`src/rtl/regfile_write_arbiter.sv`:
```
`default_nettype none
// ============================================================================
//  Module      : regfile_write_arbiter
//  Description : Round-robin arbiter sharing the single write port of a
//                2**ADDR_W x DATA_W register bank among NREQ writeback
//                sources. Grants combinationally, registers the winning
//                address/data/source and drives one-hot register enables.
//                Also keeps a saturating count of contended cycles.
//  Revision    : 1.0 - initial release
// ============================================================================
module regfile_write_arbiter #(
    parameter int DATA_W = 32,
    parameter int ADDR_W = 5,
    parameter int NREQ   = 3
) (
    input  logic                       clk,
    input  logic                       rst,
    input  logic                       stall,
    input  logic [NREQ-1:0]            req_valid,
    input  logic [NREQ*ADDR_W-1:0]     req_addr,
    input  logic [NREQ*DATA_W-1:0]     req_data,
    output logic [NREQ-1:0]            req_ready,
    output logic [(2**ADDR_W)-1:0]     wr_en,
    output logic [DATA_W-1:0]          wr_data,
    output logic [ADDR_W-1:0]          wr_addr,
    output logic [1:0]                 wr_src,
    output logic                       wr_valid,
    output logic [15:0]                conflict_cnt
);

    localparam int c_DEPTH = 2 ** ADDR_W;

    // Round-robin search start and registered output stage
    logic [1:0]         r_ptr;
    logic [c_DEPTH-1:0] r_wr_en;
    logic [DATA_W-1:0]  r_wr_data;
    logic [ADDR_W-1:0]  r_wr_addr;
    logic [1:0]         r_wr_src;
    logic               r_wr_valid;
    logic [15:0]        r_conflict_cnt;

    // Arbitration results
    logic [NREQ-1:0]    w_ready;
    logic               w_grant;
    logic [1:0]         w_grant_idx;
    logic [ADDR_W-1:0]  w_sel_addr;
    logic [DATA_W-1:0]  w_sel_data;
    logic [c_DEPTH-1:0] w_dec;
    logic [2:0]         w_nvalid;
    logic               w_conflict;

    // Round-robin pick: scan ptr..NREQ-1 first, then wrap to 0..ptr-1
    always_comb begin
        w_ready     = '0;
        w_grant     = 1'b0;
        w_grant_idx = '0;
        if (!rst && !stall) begin
            for (int i = 0; i < NREQ; i++) begin
                if (!w_grant && req_valid[i] && (i >= int'(r_ptr))) begin
                    w_grant     = 1'b1;
                    w_grant_idx = 2'(i);
                    w_ready[i]  = 1'b1;
                end
            end
            for (int i = 0; i < NREQ; i++) begin
                if (!w_grant && req_valid[i] && (i < int'(r_ptr))) begin
                    w_grant     = 1'b1;
                    w_grant_idx = 2'(i);
                    w_ready[i]  = 1'b1;
                end
            end
        end
    end

    // Select the winner's address and data (w_ready is one-hot or zero)
    always_comb begin
        w_sel_addr = '0;
        w_sel_data = '0;
        for (int i = 0; i < NREQ; i++) begin
            if (w_ready[i]) begin
                w_sel_addr = req_addr[i*ADDR_W +: ADDR_W];
                w_sel_data = req_data[i*DATA_W +: DATA_W];
            end
        end
    end

    // Count valid requesters to detect contention
    always_comb begin
        w_nvalid = '0;
        for (int i = 0; i < NREQ; i++) begin
            w_nvalid = w_nvalid + 3'(req_valid[i]);
        end
        w_conflict = !stall && (w_nvalid >= 3'd2);
    end

    // Address decode; r0 is hardwired zero so its enable never fires
    assign w_dec[0] = 1'b0;
    for (genvar k = 1; k < c_DEPTH; k++) begin : g_dec
        assign w_dec[k] = (w_sel_addr == ADDR_W'(k));
    end

    // Pointer advances past the winner only when a grant is made
    always_ff @(posedge clk) begin
        if (rst) begin
            r_ptr <= '0;
        end else if (w_grant) begin
            if (int'(w_grant_idx) == NREQ - 1) begin
                r_ptr <= '0;
            end else begin
                r_ptr <= w_grant_idx + 2'd1;
            end
        end
    end

    // Output stage: capture winner, pulse enables for one cycle per grant
    always_ff @(posedge clk) begin
        if (rst) begin
            r_wr_en    <= '0;
            r_wr_data  <= '0;
            r_wr_addr  <= '0;
            r_wr_src   <= '0;
            r_wr_valid <= 1'b0;
        end else if (w_grant) begin
            r_wr_en    <= w_dec;
            r_wr_data  <= w_sel_data;
            r_wr_addr  <= w_sel_addr;
            r_wr_src   <= w_grant_idx;
            r_wr_valid <= 1'b1;
        end else begin
            r_wr_en    <= '0;
            r_wr_valid <= 1'b0;
        end
    end

    // Saturating contention counter for the hazard logic
    always_ff @(posedge clk) begin
        if (rst) begin
            r_conflict_cnt <= '0;
        end else if (w_conflict && (r_conflict_cnt != 16'hFFFF)) begin
            r_conflict_cnt <= r_conflict_cnt + 16'd1;
        end
    end

    // A reset arriving while a write sits in the output stage cancels it,
    // so the bank registers never capture a write granted before reset.
    assign wr_en        = r_wr_en & {c_DEPTH{~rst}};
    assign wr_valid     = r_wr_valid & ~rst;
    assign wr_data      = r_wr_data;
    assign wr_addr      = r_wr_addr;
    assign wr_src       = r_wr_src;
    assign req_ready    = w_ready;
    assign conflict_cnt = r_conflict_cnt;

endmodule
`default_nettype wire

```
`config.mk`:
```
export PLATFORM = sky130hd
export DESIGN_NAME = regfile_write_arbiter
export DESIGN_NICKNAME = d
export VERILOG_FILES = /design/src/rtl/regfile_write_arbiter.sv
export SDC_FILE = /design/constraint.sdc
export NUM_CORES = 1
export LEC_CHECK = 0
export BUFFER_PORTS_ARGS = -buffer_cell sky130_fd_sc_hd__buf_4
export CAP_MARGIN = 40
export CORE_MARGIN = 2
export CORE_UTILIZATION = 40
export CTS_CLUSTER_DIAMETER = 100
export CTS_CLUSTER_SIZE = 28
export DETAILED_ROUTE_END_ITERATION = 16
export PLACE_DENSITY = 0.72
export SYNTH_ARGS = -nofsm -noshare
export SYNTH_HDL_FRONTEND = slang
export SYNTH_SLANG_ARGS = --single-unit
```
`constraint.sdc`:
```
create_clock -name clk -period 2.7 [get_ports clk]
set_input_delay 0.27 -clock clk [delete_from_list [all_inputs] [get_ports clk]]
set_output_delay 0.27 -clock clk [all_outputs]
set_load 0.05 [all_outputs]
```
Yosys cells after proc, flatten, opt, wreduce, memory -nomap -nowiden
Cells that the tools add are included.
{"block": "totals", "input_bits": 117, "word_cells": 110, "out_inout_bits": 91, "regBits": 90}
{"block": "op_classes", "n_mux": 32, "reduce_logical": 22, "order_cmp": 7, "addsub": 4, "n_eq_ne": 33, "n_bitwise": 4}
{"cell": "$mux W32", "count": 3}
{"cell": "$eq A5 B5 Y1 const B", "count": 16}
{"cell": "$eq A5 B4 Y1 const B", "count": 8}
{"cell": "$and A32 B32 Y32", "count": 1}
{"cell": "$eq A5 B3 Y1 const B", "count": 4}
{"cell": "$mux W1", "count": 19}
{"cell": "$add A16 B1 Y16 const B", "count": 1}
{"cell": "$ne A16 B16 Y1 const B", "count": 1}
{"cell": "$mux W5", "count": 3}
{"cell": "$logic_and A1 B1 Y1", "count": 14}
{"cell": "$mux W2", "count": 6}
{"cell": "$eq A5 B2 Y1 const B", "count": 2}
{"cell": "$logic_not A1 Y1", "count": 7}
{"cell": "$eq A5 B1 Y1 const B", "count": 1}
{"cell": "$ge A1 B2 Y1 const A", "count": 2}
{"cell": "$lt A1 B2 Y1 const A", "count": 2}
{"cell": "$add A2 B1 Y3", "count": 1}
{"cell": "$ge A3 B2 Y1 const B", "count": 1}
{"cell": "$mux W3", "count": 1}
{"cell": "$add A1 B1 Y2", "count": 1}
{"cell": "$add A2 B1 Y2 const B", "count": 1}
{"cell": "$eq A2 B2 Y1 const B", "count": 1}
{"cell": "$ge A2 B2 Y1 const A", "count": 1}
{"cell": "$lt A2 B2 Y1 const A", "count": 1}
{"cell": "3 further kinds", "count": 4}

Depth between registers and ports, before layout
Gate-level depths: netlist (run 1).
{"block": "depth", "depth_word": 33, "depth_mapped": 8, "ltp_nobuf": 6}

Worst setup path before layout (run 1)
No wires, ideal clock.
{"block": "synth_path", "path_kind": "input to register", "start": "input port rst", "end": "register r_wr_en[19]", "path_stages": 6, "arrival_time_ns": 2.159, "path_slack_ns": 0.462, "required_time_ns": 2.621, "cell_sequence": "clkbuf_8 > or2_2 > buf_2 > nor2_1 > a32oi_2 > nor3_1"}
{"item": "start: declaration", "line_no": "17", "source": "input logic rst,"}
{"item": "$logic_not A1 Y1", "line_no": "57", "source": "if (!rst && !stall) begin"}
{"item": "$logic_and A1 B1 Y1", "line_no": "57"}
{"item": "$mux W3", "line_no": "57"}
{"item": "net req_ready[2]", "line_no": "22", "source": "output logic [NREQ-1:0] req_ready,"}
{"item": "$mux W5", "line_no": "80", "source": "if (w_ready[i]) begin"}
{"item": "$eq A5 B5 Y1", "line_no": "99", "source": "assign w_dec[k] = (w_sel_addr == ADDR_W'(k));"}
{"item": "end signal: assignment", "line_no": "124", "source": "r_wr_en <= w_dec;"}
{"item": "end: declaration", "line_no": "35", "source": "logic [c_DEPTH-1:0] r_wr_en;"}
The timed path passes the listed nets, and every way through them passes these cells.
A chain may end at the register's enable or synchronous reset.

Worst setup path in the final report (run 1)
{"block": "layout_path", "start": "register r_ptr[1]", "end": "output port req_ready[1]"}
{"block": "layout_via", "elab_chain_len": 24}
{"item": "start: declaration", "line_no": "34", "source": "logic [1:0] r_ptr;"}
{"item": "start signal: assignment", "line_no": "110", "source": "r_ptr <= w_grant_idx + 2'd1;"}
{"item": "$ge A1 B2 Y1", "line_no": "59", "source": "if (!w_grant && req_valid[i] && (i >= int'(r_ptr))) begin"}
{"item": "$logic_and A1 B1 Y1", "line_no": "59"}
{"item": "$mux W1", "line_no": "59"}
{"item": "$mux W1", "line_no": "57"}
{"item": "$logic_not A1 Y1", "line_no": "59"}
{"item": "$logic_and A1 B1 Y1 (2 in a row)", "line_no": "59"}
{"item": "$mux W1", "line_no": "59"}
{"item": "$mux W1", "line_no": "57"}
{"item": "[... 5 more ...]"}
{"item": "$logic_not A1 Y1", "line_no": "66", "source": "if (!w_grant && req_valid[i] && (i < int'(r_ptr))) begin"}
{"item": "$logic_and A1 B1 Y1 (2 in a row)", "line_no": "66"}
{"item": "$mux W1", "line_no": "66"}
{"item": "$mux W1", "line_no": "57"}
{"item": "$logic_not A1 Y1", "line_no": "66"}
{"item": "$logic_and A1 B1 Y1 (2 in a row)", "line_no": "66"}
{"item": "$mux W1 (*)", "line_no": "66"}
{"item": "$mux W3 (*)", "line_no": "57"}
{"item": "end: declaration", "line_no": "22"}
Mark *: on every way between the ends. The rest lies on a longest branch, timed or not. The select of a mux whose other input is x is not followed.

==> flow_summary_export.csv, run 1 <==
group,metric,value,unit
pwr,finalPower,2.92,mW
floorplanning,num_io_pins,208,
floorplanning,die_w,105,um
timing,setup_tns,0,ns
routing,drtPass1Iterations,6,
synthesis,synth.distinct_cells,66,
global_routing,grt_max_degree,55,
flow_run,drv_cap,0,
synthesis,ys_seq_area_share,44.0,%
cells_and_area,final_cell_mix,"buf_4, dfxtp_1, nand2_1",
timing,fmax,415,MHz
timing,slew_headroom,48.1,%
global_routing,antenna_found_initial,0,
critical_path,critPathKind,"register to output pin",
critical_path,path_max_fanout,33,
place,routabilityCongestion,0.885,
place,dp.final_hpwl,9.76,mm
synthesis,syn_nets,567,
clock_network,cts_buffers,9,
routing,drtIter0Drc,281,
timing,rsz0062_at_grt,"no",
cells_and_area,diodes,0,
pwr,power_density,500,mW/mm^2
floorplanning,rows,36,
global_routing,track_usage,22.8,%
cells_and_area,nets,760,
critical_path,crit_required,2.43,ns
routing,ant_nets,0,
cells_and_area,layout-drive-gt1-share,38.5,%
cells_and_area,final_common_cell,"buf_4",
floorplanning,fp.dieH,105,um
clock_network,path_clk_slew,0.10,ns
outcome,status,"finished clean",
synthesis,ys_ff_latch,89,
global_routing,grt_pass1_wl,20.0,mm
global_routing,grt_pass1_vias,4001,
place,portBuffers,206,
critical_path,arrival,2.14,ns
synthesis,synthArstFlopShare,0,%
clock_network,htreeDepth,3,
cells_and_area,instances_no_fill,779,
synthesis,yosysWarnings,0,
clock_network,cts_tree,"done",
synthesis,syn_area,0.00405,mm^2
pwr,power_leakage,2.52,nW
clock_network,cts_root_buf,"clkbuf_8",
timing,post-route-period-util,89.3,%
worst_hold_path,hp-class,"input port to register",
timing,hold_violations,0,
floorplanning,start_util,41.3,%
global_routing,overflow,0,
place,place_inst,763,
synthesis,syn-instance-count,448,
routing,vias,4156,
timing,finalCriticalPeriod,2.41,ns
clock_network,clk_latency,0.37,ns
cells_and_area,syn2layout_area_growth,44.2,%
pwr,max-vdd-ir-drop,301,uV
routing,routed_via_density,5.34,
clock_network,clk_path_buf_depth,2,
critical_path,endpoint_kind,"output pin",
synthesis,syn_area_per_cell,9.05,um^2
synthesis,synth_edf_count,0,
clock_network,clkSinkCount,89,
routing,wire_per_inst,16.2,um
synthesis,synth_flop_cell,"dfxtp_1",
timing,worst_pin_slew,0.772,ns
clock_network,cts_setup_buffers,0,
timing,slew_viol_final,0,
critical_path,startpoint_type,"register",
timing,whs,0.179,ns
timing,fin_skew,0.0129,ns
routing,drt_wl_total,12.6,mm
floorplanning,core_area,0.00982,mm^2
clock_network,cts_resized,0,
clock_network,cts_hold_buf,0,
floorplanning,die-area,0.0110,mm^2
routing,drc,0,
timing,setup_viol,0,
==> area by class of cell <==
class | count | area, um^2
multi-input cells | 323 | 2090
clock buffers | 9 | 124
clock inverters | 7 | 71.3
fillers | 876 | 3980
well taps | 133 | 166
repair buffers | 212 | 1590
inverters | 6 | 22.5
flip-flops and latches | 89 | 1780
==> registers in the layout, indices dropped and copies added, names as in the netlist <==
signal and flops:
wr_src 2, wr_addr 5, conflict_cnt 16, wr_data 32
r_ptr 2, r_wr_valid 1, r_wr_en 31
==> cells in the mapped netlist, drive strengths merged (2+ instances only) <==
cell / count / area, um^2
o21ai: 41 / 205
or4: 2 / 15.0
a211o: 2 / 18.8
o211a: 2 / 20.0
nor2b: 36 / 228
a21o: 2 / 15.0
nand3: 15 / 75.1
o311ai: 4 / 60.1
o2111ai: 5 / 43.8
nor3b: 3 / 33.8
nand4: 4 / 25.0
a211oi: 2 / 15.0
ha: 2 / 25.0
and2: 2 / 12.5
and3: 4 / 25.0
or3: 4 / 25.0
nand2: 51 / 194
or2: 2 / 12.5
nand2b: 4 / 27.5
o31ai: 2 / 20.0
nor3: 21 / 105
xor2: 8 / 70.1
dfxtp: 89 / 1780
clkbuf: 17 / 73.8
a222oi: 32 / 320
nor4b: 2 / 17.5
nor4: 2 / 12.5
mux2i: 2 / 20.0
o22a: 2 / 35.0
o311a: 3 / 42.5
inv: 6 / 22.5
nor2: 29 / 114
a31oi: 2 / 12.5
a21oi: 13 / 65.1
o211ai: 5 / 37.5
buf: 13 / 91.3
==> path summary, 6_finish.rpt <==
path / startpoint / to / slack [ns] / cells past startpoint
setup / recovery: r_ptr[1] / req_ready[1] / 0.29 / 6
hold / removal: req_data[19] / wr_data[19] / 0.18 / 3
setup reg to reg: r_ptr[0] / r_wr_en[15] / 0.51 / 6
hold reg to reg: wr_src[0] / wr_src[0] / 0.46 / 2
==> power breakdown <==
group / total, mW / leakage [nW] / switching (mW) / internal, mW
combinational: 0.633 / 1.70 / 0.382 / 0.251
sequential: 1.39 / 0.723 / 0.0286 / 1.36
clock: 0.901 / 0.0931 / 0.539 / 0.361
==> worst max-delay path, stage by stage (launching register included) <==
cell     delay, ns
dfxtp_1       0.43
a21oi_1       0.42
o21a_1        0.16
buf_4         0.31
nand2_1       0.15
inv_1         0.09
buf_4         0.19
==> routing by layer <==
layer / vias up / GRT usage, % / wire, um
met5: - / 0 / 0
met4: 0 / 8.95 / 357
met3: 26 / 6.74 / 1060
met2: 184 / 39.6 / 6330
met1: 1881 / 26.2 / 4870
li1: 2065 / - / -
==> stage by stage <==
step	area (um^2)	setup WS (ns)	util, %
after CTS	5840	0.273	59.5
after floorplan	4050	0.462	-
after global routing	5840	0.163	59.5
after detailed placement	5650	0.529	57.5
final	5840	0.290	59.5
after global placement	5650	0.549	57.5
==> kinds of logic after synthesis <==
family	count (synthesis)	synth area share, %
AOI/OAI and AO/OA	125	24.9
xor gates and xnor gates	9	1.94
adders and majority gates	2	0.617
buffers and inverters	36	4.63
DFF	89	44.0
muxes	2	0.494
other	1	0.0925
and+or+nand+nor	184	23.3
Note: power is estimated with default switching activity, not from simulation.
==> run 2, diff against run 1 <==
--- a/config.mk
+++ b/config.mk
@@ -8,11 +8,11 @@
 export BUFFER_PORTS_ARGS = -buffer_cell sky130_fd_sc_hd__buf_4
 export CAP_MARGIN = 40
 export CORE_MARGIN = 2
-export CORE_UTILIZATION = 40
+export CORE_UTILIZATION = 49
 export CTS_CLUSTER_DIAMETER = 100
 export CTS_CLUSTER_SIZE = 28
 export DETAILED_ROUTE_END_ITERATION = 16
-export PLACE_DENSITY = 0.72
+export PLACE_DENSITY = 0.85
 export SYNTH_ARGS = -nofsm -noshare
 export SYNTH_HDL_FRONTEND = slang
 export SYNTH_SLANG_ARGS = --single-unit
==> run 2 against run 1 <==
Global-route usage rose by 3.5 points. Via count rose by 1.9%. Final area fell by 0.75%. Die area fell by 18%. Power fell by 1.3%. Wire length fell by 4.0%. Sequential share of layout area rose by 0.23 points. Fmax rose by 0.87%. Clock-buffer cell count did not move. First-iteration DRC count rose by 3.2%. Sequential cell count did not move. Non-clock buffer count did not move. Critical path type unchanged.
==> flow_summary_export.csv, run 2 (synthesized netlist as in run 1, its figures left out) <==
group,metric,value,unit
outcome,status,"finished clean",
routing,wl_met2,6.31,mm
clock_network,clk_latency,0.36,ns
global_routing,antenna_found_initial,0,
cells_and_area,instances_no_fill,751,
pwr,p_int,1.96,mW
global_routing,grt_pass1_wl,18.7,mm
critical_path,path_max_fanout,33,
global_routing,track_usage,26.2,%
clock_network,cts_root_buf,"clkbuf_8",
timing,fin_skew,0.0128,ns
place,dp.final_hpwl,9.12,mm
routing,drc,0,
routing,routed.top_layer,"met4",
place,portBuffers,206,
routing,wire_per_inst,16.1,um
timing,setup_viol,0,
pwr,pwr-share-comb,21.9,%
place,place_inst,735,
critical_path,crit_required,2.43,ns
critical_path,cpMostUsedCell,"buf_4",
critical_path,endpoint_kind,"output pin",
clock_network,cts_tree,"done",
global_routing,overflow,0,
critical_path,crit_slowest_cell,"dfxtp_1",
worst_hold_path,holdPathStages,3,
critical_path,startpoint_type,"register",
clock_network,clk_path_buf_depth,2,
clock_network,cts_buffers,9,
timing,whs,0.179,ns
timing,worst_pin_slew,0.694,ns
global_routing,grt_pass1_vias,3991,
routing,drtIter0Drc,290,
floorplanning,die-area,0.00902,mm^2
pwr,power_density,497,mW/mm^2
timing,setup_tns,0,ns
routing,ant_nets,0,
floorplanning,rows,33,
timing,slew_headroom,53.3,%
pwr,swShare,32.0,%
floorplanning,fp.dieH,95.0,um
cells_and_area,final_cell_mix,"buf_4, dfxtp_1, nand2_1",
clock_network,cts_hold_buf,0,
timing,hold_violations,0,
timing,fmax,418,MHz
critical_path,worstRegToRegCells,5,
floorplanning,num_io_pins,208,
timing,post-route-period-util,88.5,%
cells_and_area,nets,760,
critical_path,arrival,2.12,ns
routing,routed_via_density,5.64,
routing,route.met3.wl,718,um
floorplanning,start_util,49.8,%
pwr,max-vdd-ir-drop,277,uV
routing,vias,4234,
global_routing,grt_max_degree,55,
place,routabilityCongestion,0.868,
critical_path,critPathKind,"register to output pin",
cells_and_area,syn2layout_area_growth,43.1,%
floorplanning,core_area,0.00813,mm^2
cells_and_area,largest_reg_flops,32,
clock_network,clkSinkCount,89,
cells_and_area,final_common_cell,"buf_4",
cells_and_area,diodes,0,
flow_run,drv_cap,0,
cells_and_area,layout-drive-gt1-share,38.5,%
routing,drt_wl_total,12.1,mm
pwr,power_leakage,2.51,nW
timing,finalCriticalPeriod,2.39,ns
clock_network,cts_resized,0,
clock_network,path_clk_slew,0.10,ns
cells_and_area,fill_cells,622,
routing,wl_met1,4.73,mm
timing,rsz0062_at_grt,"no",
pwr,switchingPower,923,uW
floorplanning,die_w,95.0,um
clock_network,cts_setup_buffers,0,
critical_path,crit_path_cell_trace,"a21oi_1 > o21a_1 > buf_4 > nand2_1 > inv_1 > buf_4",
pwr,power_frac_seq,48.1,%
pwr,clkPwrFrac,30.0,%
clock_network,htreeDepth,3,
worst_hold_path,hp-class,"input port to register",
routing,drtPass1Iterations,8,
critical_path,max_stage_delay,0.43,ns
pwr,finalPower,2.88,mW
timing,slew_viol_final,0,
==> run 2: changes by cell type in the layout (fill, tap and decap cells not counted) <==
cell,change
clkinv_4,+1
clkinv_8,-1
clkinvlp_4,+1
inv_6,-1
==> run 2: final cells by class <==
class | instances | area (um^2) | share of cell area [%]
inverters | 6 | 22.5 | 0.388
repair buffers | 212 | 1590 | 27.4
clock buffers | 9 | 124 | 2.14
clock inverters | 7 | 62.6 | 1.08
multi-input cells | 323 | 2090 | 36.0
flip-flops and latches | 89 | 1780 | 30.7
well taps | 105 | 131 | 2.26
==> run 2: power by group through the flow <==
stage	logic, mW	clock network [mW]	registers [mW]
final	0.632	0.865	1.39
after global routing	0.670	0.933	1.39
after CTS	0.630	0.879	1.39
after detailed placement	0.628	0	1.42
after global placement	0.622	0	1.42
after floorplan	0.228	0	1.56
==> run 2: critical path, delay by kind of cell, from the launching register on <==
kind / cells / cell delay [ns]
flops: 1 / 0.43
compound gates: 2 / 0.59
buf+inv: 3 / 0.59
simple gates: 1 / 0.15
==> run 2: routing by layer <==
layer / vias up / GRT usage, %
li1: 2056 / -
met1: 1961 / 30.5
met2: 188 / 46.8
met3: 29 / 4.47
met4: 0 / 12.1
met5: - / 0
==> run 2: per-stage QoR <==
step / util, % / area, um^2 / worst slack [ns]
floorplan: - / 4050 / 0.462
global placement: 69.0 / 5610 / 0.579
detailed placement: 69.0 / 5610 / 0.470
CTS: 71.3 / 5800 / 0.288
global route: 71.3 / 5800 / 0.127
finish: 71.3 / 5800 / 0.310
==> run 2: final timing paths <==
kind / startpoint / end / slack (ns)
hold reg to reg: wr_addr[4] / wr_addr[4] / 0.46
setup / recovery: r_ptr[1] / req_ready[1] / 0.31
hold / removal: req_data[18] / wr_data[18] / 0.18
setup reg to reg: r_ptr[0] / r_wr_en[1] / 0.41
==> run 3, diff against run 2 <==
--- a/config.mk
+++ b/config.mk
@@ -7,12 +7,13 @@
 export LEC_CHECK = 0
 export BUFFER_PORTS_ARGS = -buffer_cell sky130_fd_sc_hd__buf_4
 export CAP_MARGIN = 40
+export CORE_ASPECT_RATIO = 2
 export CORE_MARGIN = 2
 export CORE_UTILIZATION = 49
 export CTS_CLUSTER_DIAMETER = 100
 export CTS_CLUSTER_SIZE = 28
 export DETAILED_ROUTE_END_ITERATION = 16
-export PLACE_DENSITY = 0.85
+export PLACE_DENSITY = 0.86
 export SYNTH_ARGS = -nofsm -noshare
 export SYNTH_HDL_FRONTEND = slang
 export SYNTH_SLANG_ARGS = --single-unit
==> run 3 against run 2 <==
Setup slack improved by 0.0083 ns. Hold slack gained 0.037 ns. First-iteration DRC count up 32%. Register-to-register slack better by 0.06 ns. Sequential cell count stayed put. Via count is 2.8% higher. Sequential share of layout area decreased by 0.68 points. Clock-buffer cell count did not move. Cell count shrank 0.93%. Combinational power hardly changed. Critical endpoint is now req_ready[0]. Non-clock buffer count stayed put. Clock power is 56% higher. Largest cell class unchanged.
==> flow_summary_export.csv, run 3 (synthesized netlist as in run 1, its figures left out) <==
group,metric,value,unit
cells_and_area,syn2layout_area_growth,46.3,%
flow_run,drv_cap,0,
critical_path,crit_path_end,"req_ready[0]",
timing,setup_tns,0,ns
clock_network,clk_latency,0.34,ns
timing,worst_pin_slew,0.645,ns
pwr,power_density,568,mW/mm^2
floorplanning,start_util,49.6,%
critical_path,rrSetupSlack,0.47,ns
routing,drtPass1Iterations,7,
pwr,power_frac_seq,41.2,%
critical_path,arrival,2.11,ns
clock_network,clkSinkCount,89,
global_routing,grt_pass1_vias,4238,
cells_and_area,final_common_cell,"buf_4",
pwr,p_int,2.43,mW
timing,setup_viol,0,
pwr,finalPower,3.37,mW
timing,finalCriticalPeriod,2.38,ns
critical_path,critPathKind,"register to output pin",
clock_network,path_clk_slew,0.07,ns
timing,rsz0062_at_grt,"no",
pwr,swShare,27.9,%
clock_network,cts_hold_buf,0,
clock_network,cts_setup_buffers,0,
routing,wire_per_inst,16.9,um
critical_path,r2r_end,"r_wr_en[3]",
global_routing,overflow,0,
timing,hold_violations,0,
worst_hold_path,hp-class,"input port to register",
timing,fmax,420,MHz
pwr,switchingPower,942,uW
floorplanning,fp.dieH,133,um
clock_network,cts_root_buf,"clkbuf_16",
timing,fin_skew,0.00746,ns
clock_network,cts_tree,"done",
cells_and_area,nets,760,
timing,post-route-period-util,88.2,%
clock_network,cts_resized,0,
global_routing,track_usage,28.3,%
global_routing,grt_max_degree,55,
clock_network,htreeDepth,3,
routing,ant_nets,0,
clock_network,clk_path_buf_depth,2,
routing,drtIter0Drc,384,
critical_path,worstRegToRegCells,5,
critical_path,endpoint_kind,"output pin",
cells_and_area,largest_reg_flops,32,
pwr,max-vdd-ir-drop,596,uV
routing,vias,4352,
floorplanning,num_io_pins,208,
outcome,status,"finished clean",
floorplanning,core_area,0.00817,mm^2
cells_and_area,fill_cells,656,
cells_and_area,layout-drive-gt1-share,38.5,%
place,portBuffers,206,
floorplanning,rows,47,
routing,drc,0,
floorplanning,die-area,0.00906,mm^2
place,routabilityCongestion,0.913,
pwr,power_leakage,2.58,nW
critical_path,startpoint_type,"register",
pwr,clkPwrFrac,40.0,%
critical_path,path_max_fanout,18,
routing,drt_wl_total,12.6,mm
critical_path,crit_path_start,"r_ptr[1]",
cells_and_area,final_cell_mix,"buf_4, dfxtp_1, nand2_1",
place,dp.final_hpwl,9.90,mm
global_routing,antenna_found_initial,0,
global_routing,grt_pass1_wl,19.8,mm
timing,slew_headroom,56.6,%
clock_network,cts_buffers,9,
cells_and_area,diodes,0,
timing,slew_viol_final,0,
floorplanning,die_w,68.3,um
critical_path,rr_startpoint,"r_ptr[0]",
critical_path,crit_required,2.43,ns
pwr,pwr-share-comb,18.8,%
routing,routed_via_density,5.85,
==> run 3: cell count changes in the layout (fill, tap and decap cells not counted), sizes merged <==
cell,previous run,this run
bufinv,0,2
clkinvlp,3,2
inv,9,8
==> run 3: how the worst min path moves through the flow <==
stage | start | depth (start not counted) | to | slack, ns
after floorplan | req_addr[10] | 2 | wr_addr[0] | 0.45
after global placement | wr_data[18] | 2 | wr_data[18] | 0.44
after detailed placement | wr_addr[3] | 1 | wr_addr[3] | 0.44
after CTS | req_data[21] | 3 | wr_data[21] | 0.22
after global routing | req_data[13] | 3 | wr_data[13] | 0.22
final | req_data[15] | 3 | wr_data[15] | 0.22
==> run 3: critical path: stages (launching register included) <==
cell	delay [ns]
dfxtp_1	0.56
nand2b_2	0.26
o211a_1	0.53
and2_1	0.23
buf_4	0.20
==> run 3: cell type report <==
class	count	area, um^2	share of cell area (%)
clock buffers	9	225	3.80
clock inverters	7	101	1.71
inverters	6	22.5	0.380
well taps	98	123	2.07
repair buffers	212	1590	26.8
flip-flops and latches	89	1780	30.0
multi-input cells	323	2090	35.2
==> run 3: power groups by stage <==
| stage | registers [mW] | logic [mW] | clock network [mW] |
|---|---|---|---|
| 2_1_floorplan | 1.56 | 0.228 | 0 |
| 3_3_place_gp | 1.42 | 0.618 | 0 |
| 3_5_place_dp | 1.42 | 0.630 | 0 |
| 4_1_cts | 1.39 | 0.631 | 1.35 |
| 5_1_grt | 1.39 | 0.672 | 1.40 |
| 6_report | 1.39 | 0.634 | 1.35 |
==> run 3: per-stage QoR <==
| step | worst slack [ns] | instance area (um^2) | util [%] | std cells | hold WS (ns) |
|---|---|---|---|---|---|
| 2_1_floorplan | 0.462 | 4050 | - | 448 | 0.447 |
| 4_1_cts | 0.317 | 5930 | 72.6 | 744 | 0.216 |
| 5_1_grt | 0.173 | 5930 | 72.6 | 744 | 0.223 |
| 3_5_place_dp | 0.524 | 5610 | 68.6 | 728 | 0.440 |
| 3_3_place_gp | 0.567 | 5610 | 68.6 | 728 | 0.437 |
| 6_report | 0.319 | 5930 | 72.6 | 744 | 0.216 |
==> run 3: metal layers <==
layer	vias to the layer above	global-route usage, %	share of wire [%]
met4	0	12.9	3.6
li1	2055	-	-
met3	33	5.87	6.0
met5	-	0	0
met1	2045	28.7	33
met2	219	51.9	57
